### src/rtl/add_arbiter_pkg.sv
// add_arbiter_pkg: FSM state encodings and the clog2 helper shared by the arbiter files
package add_arbiter_pkg;
  typedef enum logic [1:0] {
    ST_IDLE = 2'b00,
    ST_CALC = 2'b01,
    ST_RESP = 2'b10
  } state_t;

  function automatic int clog2(input int n);
    int r;
    r = 0;
    while ((1 << r) < n) r++;
    return r;
  endfunction
endpackage

### src/rtl/cl_adder.sv
// cl_adder: generate/propagate adder producing a SIZE-bit sum and carry-out
module cl_adder #(
  parameter int SIZE = 32
) (
  input  logic [SIZE-1:0] a,
  input  logic [SIZE-1:0] b,
  output logic [SIZE-1:0] sum,
  output logic            c_out
);
  logic [SIZE-1:0] g;
  logic [SIZE-1:0] p;
  logic            carry;
  assign g = a & b;
  assign p = a ^ b;
  always_comb begin
    carry = 1'b0;
    sum   = '0;
    for (int i = 0; i < SIZE; i++) begin
      sum[i] = p[i] ^ carry;
      carry  = g[i] | (p[i] & carry);
    end
    c_out = carry;
  end
endmodule

### src/rtl/rr_arbiter.sv
// rr_arbiter: combinational round-robin pick of the first request at or above ptr, wrapping
module rr_arbiter
  import add_arbiter_pkg::*;
#(
  parameter int  NREQ = 4,
  localparam int IDW  = clog2(NREQ)
) (
  input  logic [NREQ-1:0] req,
  input  logic [IDW-1:0]  ptr,
  output logic [NREQ-1:0] gnt,
  output logic [IDW-1:0]  gnt_idx
);
  logic [IDW-1:0] j;
  always_comb begin
    j       = '0;
    gnt_idx = '0;
    // Walk offsets from farthest to nearest so the nearest match overwrites the rest.
    for (int k = NREQ - 1; k >= 0; k--) begin
      j = IDW'((int'(ptr) + k) % NREQ);
      if (req[j]) gnt_idx = j;
    end
    gnt = |req ? NREQ'(1) << gnt_idx : '0;
  end
endmodule

### src/rtl/add_arbiter.sv
// add_arbiter: round-robin sharing of one cl_adder among NREQ requesters; ADD_ARBITER_OVF_EN adds rsp_ovf
module add_arbiter
  import add_arbiter_pkg::*;
#(
  parameter int  SIZE = 32,
  parameter int  NREQ = 4,
  localparam int IDW  = clog2(NREQ)
) (
  input  logic                 clk,
  input  logic                 rst,
  input  logic [NREQ-1:0]      req_valid,
  output logic [NREQ-1:0]      req_ready,
  input  logic [NREQ*SIZE-1:0] req_a,
  input  logic [NREQ*SIZE-1:0] req_b,
  output logic                 rsp_valid,
  input  logic                 rsp_ready,
  output logic [IDW-1:0]       rsp_id,
  output logic [SIZE-1:0]      rsp_sum,
`ifdef ADD_ARBITER_OVF_EN
  output logic                 rsp_ovf,
`endif
  output logic                 rsp_cout
);
  state_t          state, state_nx;
  logic [IDW-1:0]  ptr, gnt_idx, op_id;
  logic [NREQ-1:0] gnt;
  logic [SIZE-1:0] op_a, op_b, sel_a, sel_b, sum;
  logic            c_out, take;

  rr_arbiter #(.NREQ(NREQ)) u_rr (
    .req     (req_valid),
    .ptr     (ptr),
    .gnt     (gnt),
    .gnt_idx (gnt_idx)
  );

  cl_adder #(.SIZE(SIZE)) u_add (
    .a     (op_a),
    .b     (op_b),
    .sum   (sum),
    .c_out (c_out)
  );

  always_comb begin
    sel_a = '0;
    sel_b = '0;
    for (int i = 0; i < NREQ; i++)
      if (gnt[i]) begin
        sel_a = req_a[i*SIZE +: SIZE];
        sel_b = req_b[i*SIZE +: SIZE];
      end
  end

  assign take      = state == ST_IDLE && |req_valid;
  assign req_ready = (state == ST_IDLE && !rst) ? gnt : '0;
  assign rsp_valid = state == ST_RESP;

  always_comb begin
    state_nx = state == ST_IDLE ? (take ? ST_CALC : ST_IDLE) :
               state == ST_CALC ? ST_RESP :
               (state == ST_RESP && !rsp_ready) ? ST_RESP : ST_IDLE;
  end

  always_ff @(posedge clk or posedge rst) begin
    if (rst) begin
      state    <= ST_IDLE;
      ptr      <= '0;
      op_a     <= '0;
      op_b     <= '0;
      op_id    <= '0;
      rsp_id   <= '0;
      rsp_sum  <= '0;
      rsp_cout <= 1'b0;
`ifdef ADD_ARBITER_OVF_EN
      rsp_ovf  <= 1'b0;
`endif
    end else begin
      state <= state_nx;
      if (take) begin
        op_a  <= sel_a;
        op_b  <= sel_b;
        op_id <= gnt_idx;
        ptr   <= (gnt_idx == IDW'(NREQ - 1)) ? '0 : gnt_idx + IDW'(1);
      end
      if (state == ST_CALC) begin
        rsp_sum  <= sum;
        rsp_cout <= c_out;
        rsp_id   <= op_id;
`ifdef ADD_ARBITER_OVF_EN
        rsp_ovf  <= op_a[SIZE-1] == op_b[SIZE-1] && sum[SIZE-1] != op_a[SIZE-1];
`endif
      end
    end
  end
endmodule

### config.mk
export PLATFORM = sky130hd
export DESIGN_NAME = add_arbiter
export DESIGN_NICKNAME = d
export VERILOG_FILES = /design/src/rtl/add_arbiter_pkg.sv /design/src/rtl/cl_adder.sv /design/src/rtl/rr_arbiter.sv /design/src/rtl/add_arbiter.sv
export SDC_FILE = /design/constraint.sdc
export NUM_CORES = 1
export LEC_CHECK = 0
export BUFFER_PORTS_ARGS = -buffer_cell sky130_fd_sc_hd__buf_2
export CAP_MARGIN = 5
export CELL_PAD_IN_SITES_DETAIL_PLACEMENT = 1
export CELL_PAD_IN_SITES_GLOBAL_PLACEMENT = 2
export CORE_MARGIN = 5
export CORE_UTILIZATION = 29
export CTS_CLUSTER_DIAMETER = 120
export CTS_CLUSTER_SIZE = 25
export DETAILED_ROUTE_END_ITERATION = 16
export PLACE_DENSITY = 0.95
export SLEW_MARGIN = 5
export SYNTH_ARGS = -nofsm -noshare
export SYNTH_HDL_FRONTEND = slang
export SYNTH_HIERARCHICAL = 1
export SYNTH_SLANG_ARGS = --single-unit
### constraint.sdc
create_clock -name clk -period 33.5 [get_ports clk]
set_input_delay 1.675 -clock clk [delete_from_list [all_inputs] [get_ports clk]]
set_output_delay 1.675 -clock clk [all_outputs]
set_load 0.01 [all_outputs]
==> impl_metrics.xml <==
<?xml version="1.0" encoding="UTF-8"?>
<metrics>
  <group name="sta">
    <metric name="final_hold_viol_count" unit="">0</metric>
    <metric name="setup_total_negative_slack" unit="ns">0</metric>
    <metric name="fin_crit" unit="ns">13.36</metric>
    <metric name="finalSetupViolCount" unit="">0</metric>
    <metric name="final.setup_skew" unit="ns">0.00727</metric>
    <metric name="setup_repair_after_global_routing_missed_its_margin" unit="">no</metric>
    <metric name="worst_slew_margin_rel" unit="">0.362</metric>
    <metric name="finalHoldWorstSlack" unit="ns">0.500</metric>
    <metric name="timing_max_transition_violations_final" unit="">0</metric>
    <metric name="achievable-frequency" unit="MHz">74.8</metric>
    <metric name="finalCritPeriodShare" unit="">0.399</metric>
    <metric name="tightest_slew" unit="ns">0.958</metric>
  </group>
  <group name="placed_design">
    <metric name="detailedPlacementHpwl" unit="um">16400</metric>
    <metric name="routabilityCongestion" unit="">0.763</metric>
    <metric name="postPlaceCellArea" unit="um2">7720</metric>
    <metric name="count_of_input_and_output_buffers" unit="">302</metric>
  </group>
  <group name="power">
    <metric name="power_density" unit="nW/um2">91.3</metric>
    <metric name="report.power.total" unit="W">0.000736</metric>
    <metric name="power.net_switching" unit="W">0.000301</metric>
    <metric name="p_comb_frac" unit="">0.515</metric>
    <metric name="cell_internal_pwr" unit="W">0.000434</metric>
    <metric name="leakage" unit="nW">3.71</metric>
    <metric name="sequentialPowerShare" unit="">0.324</metric>
    <metric name="ir_drop" unit="mV">0.0380</metric>
    <metric name="clock_power_share" unit="">0.161</metric>
    <metric name="switching_share" unit="">0.410</metric>
  </group>
  <group name="routing">
    <metric name="per_cell_via_count_in_the_routed_design" unit="">5.32</metric>
    <metric name="drt-initial-drc-count" unit="">214</metric>
    <metric name="detail-route-antenna-nets" unit="">0</metric>
    <metric name="dr.pass1.iters" unit="">4</metric>
    <metric name="drt-total-wl" unit="um">21600</metric>
    <metric name="wl_per_cell" unit="um">19.9</metric>
    <metric name="vias" unit="">5780</metric>
    <metric name="drc" unit="">0</metric>
  </group>
  <group name="layout">
    <metric name="layout.cells.most_common" unit="">buf_2</metric>
    <metric name="n_antenna_cell" unit="">0</metric>
    <metric name="layout.nets" unit="">1103</metric>
    <metric name="drive_gt1_frac" unit="">0.461</metric>
    <metric name="final-seq-area" unit="um2">2630</metric>
    <metric name="area_delta_synth_final" unit="%">31.9</metric>
    <metric name="multi_input_area" unit="um2">3130</metric>
    <metric name="layout.filler_cells" unit="">2448</metric>
    <metric name="final_area" unit="um2">8050</metric>
    <metric name="mostFrequentLayoutCells" unit="">buf_2 (302), dfrtp_1 (105), o21ai_0 (68)</metric>
    <metric name="final_util" unit="">0.386</metric>
  </group>
  <group name="logic_synthesis">
    <metric name="synthCells" unit="">550</metric>
    <metric name="synth-warning-count" unit="">6</metric>
    <metric name="flops_latches_synth" unit="">105</metric>
    <metric name="synthesized_area_per_cell" unit="um2">11.1</metric>
    <metric name="ys_types" unit="">33</metric>
    <metric name="synth_net_count" unit="">846</metric>
    <metric name="synth_sequential_area_ratio" unit="">0.431</metric>
    <metric name="synth.cell_area" unit="um2">6100</metric>
  </group>
  <group name="die">
    <metric name="core.rowCount" unit="">53</metric>
    <metric name="initial_utilization" unit="">0.292</metric>
    <metric name="die-area" unit="um2">24000</metric>
    <metric name="io_pins" unit="">303</metric>
    <metric name="die_x" unit="um">155</metric>
    <metric name="fp.coreArea" unit="um2">20900</metric>
    <metric name="die_height" unit="um">155</metric>
  </group>
  <group name="clocking">
    <metric name="cts_num_sinks" unit="">105</metric>
    <metric name="clk_latency" unit="ns">0.34</metric>
    <metric name="clkTransAtPathRegs" unit="ns">0.07</metric>
    <metric name="cts_buffers" unit="">9</metric>
    <metric name="cts_setup_buffers" unit="">0</metric>
    <metric name="clock_tree.buffer_depth" unit="">2</metric>
    <metric name="h-tree-depth" unit="">3</metric>
    <metric name="resized_gates_after_cts" unit="">0</metric>
    <metric name="root_buffer" unit="">clkbuf_16</metric>
    <metric name="number_of_hold_repair_buffers_added_at_the_cts_stage" unit="">0</metric>
    <metric name="tritoncts" unit="">yes</metric>
  </group>
  <group name="setup_path">
    <metric name="critPathSlowestCell" unit="">fa_1</metric>
    <metric name="timing.critical_path.fanout_max" unit="">2</metric>
    <metric name="timing.critical_path.arrival" unit="ns">13.64</metric>
    <metric name="critPathTopFamily" unit="">adder cells</metric>
    <metric name="timing.critical_path.to_type" unit="">flop</metric>
    <metric name="critPathBufInv" unit="">2</metric>
    <metric name="critPathKind" unit="">reg2reg</metric>
    <metric name="crit_top_cell" unit="">fa_1</metric>
    <metric name="worst_path_largest_cell_delay" unit="ns">0.44</metric>
    <metric name="critical_path_required" unit="ns">33.78</metric>
    <metric name="startpoint_type" unit="">flop</metric>
  </group>
  <group name="min_path">
    <metric name="min-delay-path-class" unit="">reg2reg</metric>
  </group>
  <group name="global_routing">
    <metric name="antenna_found_initial" unit="">0</metric>
    <metric name="globalRouteOverflowTotal" unit="">0</metric>
    <metric name="grt_start_max_net_pins" unit="">69</metric>
    <metric name="wire_length_of_the_first_global_routing_pass" unit="um">34200</metric>
    <metric name="grtUsageTotal" unit="">0.176</metric>
    <metric name="grt_pass1_vias" unit="">6300</metric>
  </group>
  <group name="run_status">
    <metric name="run_status" unit="">finished, final reports clean</metric>
  </group>
  <group name="job">
    <metric name="drv_cap" unit="">0</metric>
  </group>
</metrics>
-- power groups by stage --
stage	registers, W	clock network [W]	logic, W
after floorplan	0.000239	0	0.000264
after global placement	0.000237	0	0.000372
after detailed placement	0.000242	0	0.000389
after CTS	0.000240	0.000123	0.000391
after global routing	0.000247	0.000128	0.000429
final	0.000238	0.000118	0.000379
-- cells in the mapped netlist (all sizes together) --
cell type | instances | area share
clkbuf | 48 | 0.030
o22ai | 64 | 0.066
a22o | 1 | 0.0014
dfrtp | 105 | 0.43
mux2 | 38 | 0.070
inv | 13 | 0.0080
o21ai | 70 | 0.057
ha | 2 | 0.0041
fa | 31 | 0.10
o41ai | 1 | 0.0027
a21boi | 2 | 0.0025
nand2b | 3 | 0.0031
nor3b | 1 | 0.0012
nor4 | 1 | 0.0010
o2bb2a | 1 | 0.0016
nor3 | 1 | 0.00082
or2 | 3 | 0.0039
a21oi | 4 | 0.0033
mux2i | 1 | 0.0016
and2 | 4 | 0.0041
o31ai | 64 | 0.079
o2bb2ai | 1 | 0.0014
a31oi | 1 | 0.0010
o221a | 2 | 0.0037
nor2b | 3 | 0.0031
a221oi | 64 | 0.092
nor2 | 5 | 0.0031
buf | 16 | 0.023
-- final timing paths --
| path | slack [ns] | depth (start not counted) | endpoint | startpoint |
|---|---|---|---|---|
| worst min register to register | 0.50 | 1 | rsp_sum[6] | rsp_sum[6] |
| worst min-delay path | 0.50 | 1 | rsp_sum[6] | rsp_sum[6] |
| max in group asynchronous | 30.88 | 3 | op_a[5] | rst |
| min in group asynchronous | 1.42 | 2 | ptr[0] | rst |
| worst max register to register | 20.14 | 35 | rsp_sum[31] | op_a[0] |
| worst max-delay path | 20.14 | 35 | rsp_sum[31] | op_a[0] |
-- registers in the layout, summed over array words and instances (netlist names) --
register  count
rsp_sum      32
op_a         32
ptr           2
op_id         2
state         2
rsp_id        2
op_b         32
rsp_cout      1
-- logic make-up (layout without fill, tap and decap cells) --
kind of cell,Yosys count,count (layout),synth area share
simple gates,21,21,0.0203
flops,105,105,0.431
fa+ha+maj,33,33,0.106
buf+inv,77,338,0.0605
compound gates,275,275,0.311
mux,39,39,0.0718
-- layout make-up --
cell class	count	share of cell area
flip-flops and latches	105	0.326
well taps	275	0.0427
multi-input cells	368	0.388
clock buffers	10	0.0284
inverters	13	0.00637
clock inverters	5	0.0129
repair buffers	310	0.195
-- layer usage --
| layer | global-route usage | wire, um | up-vias |
|---|---|---|---|
| met3 | 0.0448 | 1300 | 24 |
| li1 | - | - | 2688 |
| met1 | 0.222 | 8850 | 2893 |
| met4 | 0.0374 | 337 | 0 |
| met5 | 0 | 0 | - |
| met2 | 0.306 | 11100 | 175 |
-- per-stage QoR --
| stage | setup WS (ns) | std cells |
|---|---|---|
| 6_report | 20.14 | 1086 |
| 5_1_grt | 19.68 | 1086 |
| 4_1_cts | 20.04 | 1086 |
| 3_5_place_dp | 20.08 | 1071 |
| 3_3_place_gp | 20.32 | 1071 |
| 2_1_floorplan | 20.89 | 550 |
(Power assumes the default switching activity.)
